==> config.mk <==
export PLATFORM = sky130hd
export DESIGN_NAME = frame_tx_packer_flat
export DESIGN_NICKNAME = d
export VERILOG_FILES = /design/src/rtl/frame_tx_packer_pkg.sv /design/src/rtl/frame_tx_packer_if.sv /design/src/rtl/frame_tx_packer.sv /design/src/flat_wrapper.sv
export SDC_FILE = /design/constraint.sdc
export NUM_CORES = 1
export LEC_CHECK = 0
export BUFFER_PORTS_ARGS = -buffer_cell sky130_fd_sc_hd__buf_2
export CORE_MARGIN = 5
export CORE_UTILIZATION = 39
export DETAILED_ROUTE_END_ITERATION = 6
export GPL_TIMING_DRIVEN = 1
export HOLD_SLACK_MARGIN = 0.05
export PLACE_DENSITY = 0.59
export SLEW_MARGIN = 20
export SYNTH_ARGS = -nofsm -noshare
export SYNTH_HDL_FRONTEND = slang
export SYNTH_SLANG_ARGS = --single-unit
==> constraint.sdc <==
create_clock -name clk_i -period 4.6 [get_ports clk_i]
set_input_delay 0.23 -clock clk_i [delete_from_list [all_inputs] [get_ports clk_i]]
set_output_delay 0.23 -clock clk_i [all_outputs]
set_load 0.02 [all_outputs]
==> src/rtl/frame_tx_packer_pkg.sv <==
// Shared serial-transmit definitions: state encoding, frame-length width and
// the default frame sync word.
package frame_tx_packer_pkg;

  localparam int          TX_NUM_W      = 6;
  localparam logic [31:0] SYNC_WORD_DEF = 32'h55AA0701;

  typedef enum logic [2:0] {
    S_IDLE,
    S_SYNC,
    S_PAYLOAD,
    S_CSUM,
    S_WAIT_ACK
  } state_e;

endpackage

==> src/rtl/frame_tx_packer_if.sv <==
// Request side and serialiser side of the frame packer.
// The packer holds the master modport; the requester/serialiser model holds the slave one.
interface frame_tx_packer_if
  import frame_tx_packer_pkg::*;
#(
  parameter int DATA_WIDTH = 32,
  parameter int NUM_WORDS  = 2
) ();

  logic                            frame_en_i;
  logic [NUM_WORDS*DATA_WIDTH-1:0] frame_data_i;
  logic                            tx_data_num_en_o;
  logic [TX_NUM_W-1:0]             tx_data_num_o;
  logic                            tx_valid_o;
  logic [DATA_WIDTH-1:0]           tx_data_o;
  logic                            tx_ack_i;
  logic                            busy_o;
  logic                            overrun_o;
  logic                            timeout_o;
  logic [15:0]                     drop_cnt_o;

  modport master (
    input  frame_en_i, frame_data_i, tx_ack_i,
    output tx_data_num_en_o, tx_data_num_o, tx_valid_o, tx_data_o,
           busy_o, overrun_o, timeout_o, drop_cnt_o
  );

  modport slave (
    output frame_en_i, frame_data_i, tx_ack_i,
    input  tx_data_num_en_o, tx_data_num_o, tx_valid_o, tx_data_o,
           busy_o, overrun_o, timeout_o, drop_cnt_o
  );

endinterface

==> src/rtl/frame_tx_packer.sv <==
// Frame packer: emits SYNC_WORD, NUM_WORDS payload words and an optional running
// checksum back-to-back, then waits for the serialiser's frame-done ack.
module frame_tx_packer
  import frame_tx_packer_pkg::*;
#(
  parameter int                    DATA_WIDTH  = 32,
  parameter int                    NUM_WORDS   = 2,
  parameter logic [DATA_WIDTH-1:0] SYNC_WORD   = DATA_WIDTH'(SYNC_WORD_DEF),
  parameter int                    CSUM_EN     = 1,
  parameter int                    PENDING_EN  = 1,
  parameter int                    ACK_TIMEOUT = 1024
) (
  input  logic              clk_i,
  input  logic              rst_i,
  frame_tx_packer_if.master bus
);

  localparam int IW = (NUM_WORDS > 1) ? $clog2(NUM_WORDS) : 1;
  localparam int TW = (ACK_TIMEOUT > 1) ? $clog2(ACK_TIMEOUT) : 1;
  localparam logic [IW-1:0] LAST    = IW'(NUM_WORDS - 1);
  localparam logic [TW-1:0] TMO_LIM = TW'((ACK_TIMEOUT > 0) ? ACK_TIMEOUT - 1 : 0);
  localparam bit PEND = (PENDING_EN != 0);
  localparam bit CS   = (CSUM_EN != 0);
  localparam bit TMO  = (ACK_TIMEOUT > 0);

  if (NUM_WORDS < 1 || NUM_WORDS > 62) begin : g_bad_num_words
    $error("frame_tx_packer: NUM_WORDS must be in 1..62");
  end
  if (NUM_WORDS + CSUM_EN + 1 > 64) begin : g_bad_frame_len
    $error("frame_tx_packer: frame longer than 64 words");
  end

  typedef logic [NUM_WORDS-1:0][DATA_WIDTH-1:0] frame_t;

  state_e                state;
  frame_t                fbuf, pbuf, launch_data;
  logic                  pending;
  logic [IW-1:0]         idx, nidx;
  logic [TW-1:0]         timer;
  logic [DATA_WIDTH-1:0] csum, tx_data;
  logic                  tx_valid, num_en, overrun, timeout;
  logic [15:0]           drop_cnt;

  logic busy_req, drop, latch, tmo_hit, finish, take_new, launch;

  // A request that coincides with the releasing ack still counts as "busy":
  // it either claims the free pending slot (and launches straight away) or is dropped.
  always_comb begin
    busy_req    = bus.frame_en_i && (state != S_IDLE);
    drop        = busy_req && (!PEND || pending);
    tmo_hit     = TMO && (state == S_WAIT_ACK) && !bus.tx_ack_i && (timer == TMO_LIM);
    finish      = (state == S_WAIT_ACK) && (bus.tx_ack_i || tmo_hit);
    latch       = busy_req && PEND && !pending && !finish;
    take_new    = bus.frame_en_i && PEND && !pending;
    launch      = (bus.frame_en_i && (state == S_IDLE)) || (finish && (pending || take_new));
    launch_data = pending ? pbuf : frame_t'(bus.frame_data_i);
    nidx        = idx + 1'b1;
  end

  always_ff @(posedge clk_i) begin
    if (rst_i) begin
      state    <= S_IDLE;
      fbuf     <= '0;
      pbuf     <= '0;
      pending  <= 1'b0;
      idx      <= '0;
      timer    <= '0;
      csum     <= '0;
      tx_data  <= '0;
      tx_valid <= 1'b0;
      num_en   <= 1'b0;
      overrun  <= 1'b0;
      timeout  <= 1'b0;
      drop_cnt <= '0;
    end else begin
      num_en  <= 1'b0;
      overrun <= drop;
      timeout <= tmo_hit;
      if (drop && drop_cnt != 16'hFFFF) drop_cnt <= drop_cnt + 16'd1;
      if (latch) begin
        pending <= 1'b1;
        pbuf    <= frame_t'(bus.frame_data_i);
      end

      if (launch) begin
        state    <= S_SYNC;
        fbuf     <= launch_data;
        pending  <= 1'b0;
        tx_valid <= 1'b1;
        num_en   <= 1'b1;
        tx_data  <= SYNC_WORD;
      end else begin
        case (state)
          S_SYNC: begin
            state   <= S_PAYLOAD;
            idx     <= '0;
            tx_data <= fbuf[0];
            csum    <= fbuf[0];
          end
          S_PAYLOAD: begin
            if (idx == LAST) begin
              if (CS) begin
                state   <= S_CSUM;
                tx_data <= csum;
              end else begin
                state    <= S_WAIT_ACK;
                tx_valid <= 1'b0;
                timer    <= '0;
              end
            end else begin
              idx     <= nidx;
              tx_data <= fbuf[nidx];
              csum    <= csum + fbuf[nidx];
            end
          end
          S_CSUM: begin
            state    <= S_WAIT_ACK;
            tx_valid <= 1'b0;
            timer    <= '0;
          end
          S_WAIT_ACK: begin
            if (finish) state <= S_IDLE;
            else        timer <= timer + 1'b1;
          end
          default: state <= S_IDLE;
        endcase
      end
    end
  end

  assign bus.tx_data_num_o    = TX_NUM_W'(NUM_WORDS + CSUM_EN);
  assign bus.tx_data_num_en_o = num_en;
  assign bus.tx_valid_o       = tx_valid;
  assign bus.tx_data_o        = tx_data;
  assign bus.busy_o           = (state != S_IDLE);
  assign bus.overrun_o        = overrun;
  assign bus.timeout_o        = timeout;
  assign bus.drop_cnt_o       = drop_cnt;

endmodule

==> src/flat_wrapper.sv <==
// flat-port wrapper written by rule: the top's interface ports become plain ports
module frame_tx_packer_flat import frame_tx_packer_pkg::*;
#(
  parameter int                    DATA_WIDTH  = 32,
  parameter int                    NUM_WORDS   = 2,
  parameter logic [DATA_WIDTH-1:0] SYNC_WORD   = DATA_WIDTH'(SYNC_WORD_DEF),
  parameter int                    CSUM_EN     = 1,
  parameter int                    PENDING_EN  = 1,
  parameter int                    ACK_TIMEOUT = 1024
)
  (clk_i, rst_i, bus_frame_en_i, bus_frame_data_i, bus_tx_ack_i, bus_tx_data_num_en_o, bus_tx_data_num_o, bus_tx_valid_o, bus_tx_data_o, bus_busy_o, bus_overrun_o, bus_timeout_o, bus_drop_cnt_o);
  frame_tx_packer_if #(.DATA_WIDTH(DATA_WIDTH), .NUM_WORDS(NUM_WORDS)) bus_i ();
  input  logic clk_i;
  input  logic rst_i;
  input wire logic [$bits(bus_i.frame_en_i)-1:0] bus_frame_en_i;
  input wire logic [$bits(bus_i.frame_data_i)-1:0] bus_frame_data_i;
  input wire logic [$bits(bus_i.tx_ack_i)-1:0] bus_tx_ack_i;
  output wire logic [$bits(bus_i.tx_data_num_en_o)-1:0] bus_tx_data_num_en_o;
  output wire logic [$bits(bus_i.tx_data_num_o)-1:0] bus_tx_data_num_o;
  output wire logic [$bits(bus_i.tx_valid_o)-1:0] bus_tx_valid_o;
  output wire logic [$bits(bus_i.tx_data_o)-1:0] bus_tx_data_o;
  output wire logic [$bits(bus_i.busy_o)-1:0] bus_busy_o;
  output wire logic [$bits(bus_i.overrun_o)-1:0] bus_overrun_o;
  output wire logic [$bits(bus_i.timeout_o)-1:0] bus_timeout_o;
  output wire logic [$bits(bus_i.drop_cnt_o)-1:0] bus_drop_cnt_o;
  assign bus_i.frame_en_i = bus_frame_en_i;
  assign bus_i.frame_data_i = bus_frame_data_i;
  assign bus_i.tx_ack_i = bus_tx_ack_i;
  assign bus_tx_data_num_en_o = bus_i.tx_data_num_en_o;
  assign bus_tx_data_num_o = bus_i.tx_data_num_o;
  assign bus_tx_valid_o = bus_i.tx_valid_o;
  assign bus_tx_data_o = bus_i.tx_data_o;
  assign bus_busy_o = bus_i.busy_o;
  assign bus_overrun_o = bus_i.overrun_o;
  assign bus_timeout_o = bus_i.timeout_o;
  assign bus_drop_cnt_o = bus_i.drop_cnt_o;
  frame_tx_packer #(.DATA_WIDTH(DATA_WIDTH), .NUM_WORDS(NUM_WORDS), .SYNC_WORD(SYNC_WORD), .CSUM_EN(CSUM_EN), .PENDING_EN(PENDING_EN), .ACK_TIMEOUT(ACK_TIMEOUT)) u_core (.clk_i(clk_i), .rst_i(rst_i), .bus(bus_i));
endmodule
==> reports/metrics.yaml <==
critical_path:
  crit_arrival_ns: 4.28
  cp_data_required_time_ns: 5.02
  path_class: "reg2reg"
  cp-startpoint: "u_core.idx$_SDFFE_PP0P_"
  cp_max_fo: 26
  r2r_start: "u_core.idx$_SDFFE_PP0P_"
  start_kind: "flop"
  end_kind: "flop"
  r2r_cells: 11
power_and_ir_drop:
  ir_drop_mv: 0.259
  leakagePower_nw: 5.29
  power.internal_w: 0.00379
  sequentialPowerShare_pct: 42.1
  p_sw_share_pct: 28.2
  power.density_nw_per_um2: 380
  comb_power_share_pct: 16.7
  p_clk_share_pct: 41.2
  p_switching_w: 0.00149
detailed_routing:
  drcViolationCount: 0
  routedWlPerCell_um: 17.2
  vias: 10409
  met1_length_um: 15700
  drt_wl_total_um: 33500
  drt_iter0_drc: 593
  via_per_inst: 5.35
  highest_layer: "met4"
  dr.pass1.iters: 5
  ant_nets: 0
  routed-wl-met3_um: 1790
  met2WireLength_um: 15000
timing:
  fmax_ghz: 0.259
  finClkSkew_ns: 0.0128
  tightest_slew_ns: 1.13
  drv_slew: 0
  timing_hold_violations_final: 0
  fin_crit_sh_pct: 83.9
  rsz0062_at_grt: "no"
  fin_setup_tns_ns: 0
  slew_headroom_pct: 24.4
  period_needed_ns: 3.86
  setup_viol: 0
finish:
  final-seq-area_um2: 4550
  multiInputGateArea_um2: 6530
  fill_cells: 2857
  drive_gt1_share_pct: 14.2
  finalNetCount: 1639
  syn2layout_area_growth_pct: 20.4
  diodes: 0
  fin_area_um2: 13900
placement:
  portBuffers: 120
  hpwl_um: 23100
  finalWeightedCongestion: 0.941
  post_dp_cell_area_um2: 12300
clock_tree:
  cts-root-buf: "clkbuf_16"
  cts_resized: 0
  clk_latency_ns: 0.53
  post-cts-setup-buffers: 0
  cts_hold_buf: 65
  clockBufferDepth: 3
  numClockSinks: 227
  htreeDepth: 1
  cts_tree: "yes"
  numCtsBuffers: 26
  clk_pin_slew_ns: 0.06
die:
  io_pins: 127
  floorplan.initialDensity_pct: 39.2
  die_h_um: 182
  die_area_um2: 33100
  die_w_um: 182
  core_area_um2: 29400
  placement_rows: 63
global_routing:
  grt.total_usage_pct: 19.5
  overflow: 0
  antenna_found_initial: 0
  grt_pass1_vias: 9652
  grt_max_degree: 134
  grt_pass1_wl_um: 53100
synth:
  ys_types: 64
  synth_top_area_share_pct: 39.4
  syn_inst: 1420
  async_flop_share_pct: 0
  synth_common_cells: "nand2_1, dfxtp_1, nor2_1"
  synth_edf_count: 0
  synth_flop_cell: "dfxtp_1"
  syn-cell-area_um2: 11500
  syn_avg_cell_area_um2: 8.12
  ys_ff_latch: 227
  yosysSeqAreaShare_pct: 39.4
  yosysMostFrequentCell: "nand2_1"
  yosysTopAreaCell: "dfxtp_1"
  synth_area_leaders: "dfxtp_1, nand2_1, mux2i_1, a21oi_1, nor2_1"
  ys.warnings.count: 0
outcome:
  status: "completed"
worst_hold_path:
  min_from: "bus_frame_en_i"
  whs_path_depth: 3
  min_path_type: "in2reg"
run:
  cap_violations: 0
power groups by stage:
stage,Clock [W],Sequential (W),Combinational (W)
after global placement,0,0.00226,0.000826
after global routing,0.00231,0.00223,0.000979
final,0.00217,0.00222,0.000880
after CTS,0.00223,0.00222,0.000879
after floorplan,0,0.00223,0.000597
after detailed placement,0,0.00226,0.000835
worst max-delay path: stages, from the launching register on:
cell	delay, ns
dfxtp_2	0.65
buf_4	0.41
mux2_2	0.38
ha_1	0.37
and2_1	0.21
a311oi_2	0.28
a21boi_4	0.29
a2bb2oi_4	0.12
a221oi_4	0.32
o41ai_1	0.14
or4_1	0.42
o211a_1	0.14
path summary, 6_finish.rpt:
| check | endpoint | slack [ns] |
|---|---|---|
| setup / recovery | u_core.csum[31]$_SDFFE_PP0P_ | 0.74 |
| hold / removal | u_core.pending$_SDFFE_PP0P_ | 0.07 |
| setup reg to reg | u_core.csum[31]$_SDFFE_PP0P_ | 0.74 |
| hold reg to reg | u_core.pbuf[44]$_SDFFE_PP0P_ | 0.45 |
metrics by stage:
stage | power, W | utilization (%) | hold slack, ns | cells | worst slack, ns
6_report | 0.00527 | 47.2 | 0.0722 | 1946 | 0.741
5_1_grt | 0.00552 | 47.2 | 0.0998 | 1946 | 0.523
4_1_cts | 0.00533 | 47.2 | 0.0556 | 1946 | 0.728
3_5_place_dp | 0.00310 | 41.9 | 0.446 | 1834 | 0.770
3_3_place_gp | 0.00309 | 41.9 | 0.441 | 1834 | 0.870
2_1_floorplan | 0.00283 | - | 0.366 | 1424 | 0.791
cell families (layout without fill, tap and decap cells):
family / count (synthesis) / count (layout) / synth area share [%]
adder cells (fa/ha/maj): 34 / 34 / 3.76
flip-flops: 227 / 227 / 39.4
multiplexers: 100 / 100 / 8.93
XOR/XNOR: 37 / 37 / 2.81
AND/OR/NAND/NOR: 540 / 540 / 20.2
AO/OA/AOI/OAI: 357 / 357 / 20.5
buffers and inverters: 123 / 255 / 4.31
other: 2 / 6 / 0.0652
cell type report:
| class | count | area share (%) |
|---|---|---|
| well taps | 390 | 3.52 |
| multi-input cells | 1074 | 47.1 |
| flip-flops and latches | 227 | 32.8 |
| clock inverters | 9 | 0.884 |
| repair buffers | 199 | 9.82 |
| clock buffers | 38 | 5.67 |
| inverters | 9 | 0.244 |
state kept, by name (all words and copies together) (netlist names), 3 cells and up:
register / count
u_core.bus.drop_cnt_o: 16
u_core.bus.tx_data_o: 32
u_core.csum: 32
u_core.fbuf: 64
u_core.pbuf: 64
u_core.state: 3
u_core.timer: 10
layout by cell type (no fill, tap or decap), types with 16 or more instances in the layout:
| cell | instances |
|---|---|
| a21oi_1 | 130 |
| clkbuf_16 | 27 |
| a21o_1 | 19 |
| dlygate4sd3_1 | 65 |
| nor3_1 | 32 |
| a311oi_1 | 20 |
| o21ai_0 | 53 |
| mux2_2 | 22 |
| xor2_1 | 18 |
| nand3_1 | 24 |
| nor2_1 | 161 |
| nand2_1 | 243 |
| nand2b_1 | 18 |
| buf_2 | 119 |
| nand4_1 | 16 |
| ha_1 | 33 |
| xnor2_1 | 19 |
| mux2i_1 | 78 |
| a211oi_1 | 75 |
| dfxtp_1 | 225 |
per-layer routing:
metal | vias up | track usage, %
met5 | - | 0
met4 | 0 | 5.61
met3 | 47 | 2.44
met2 | 238 | 31.1
met1 | 4871 | 27.8
li1 | 5253 | -
Power figures use the tool's default switching activity.
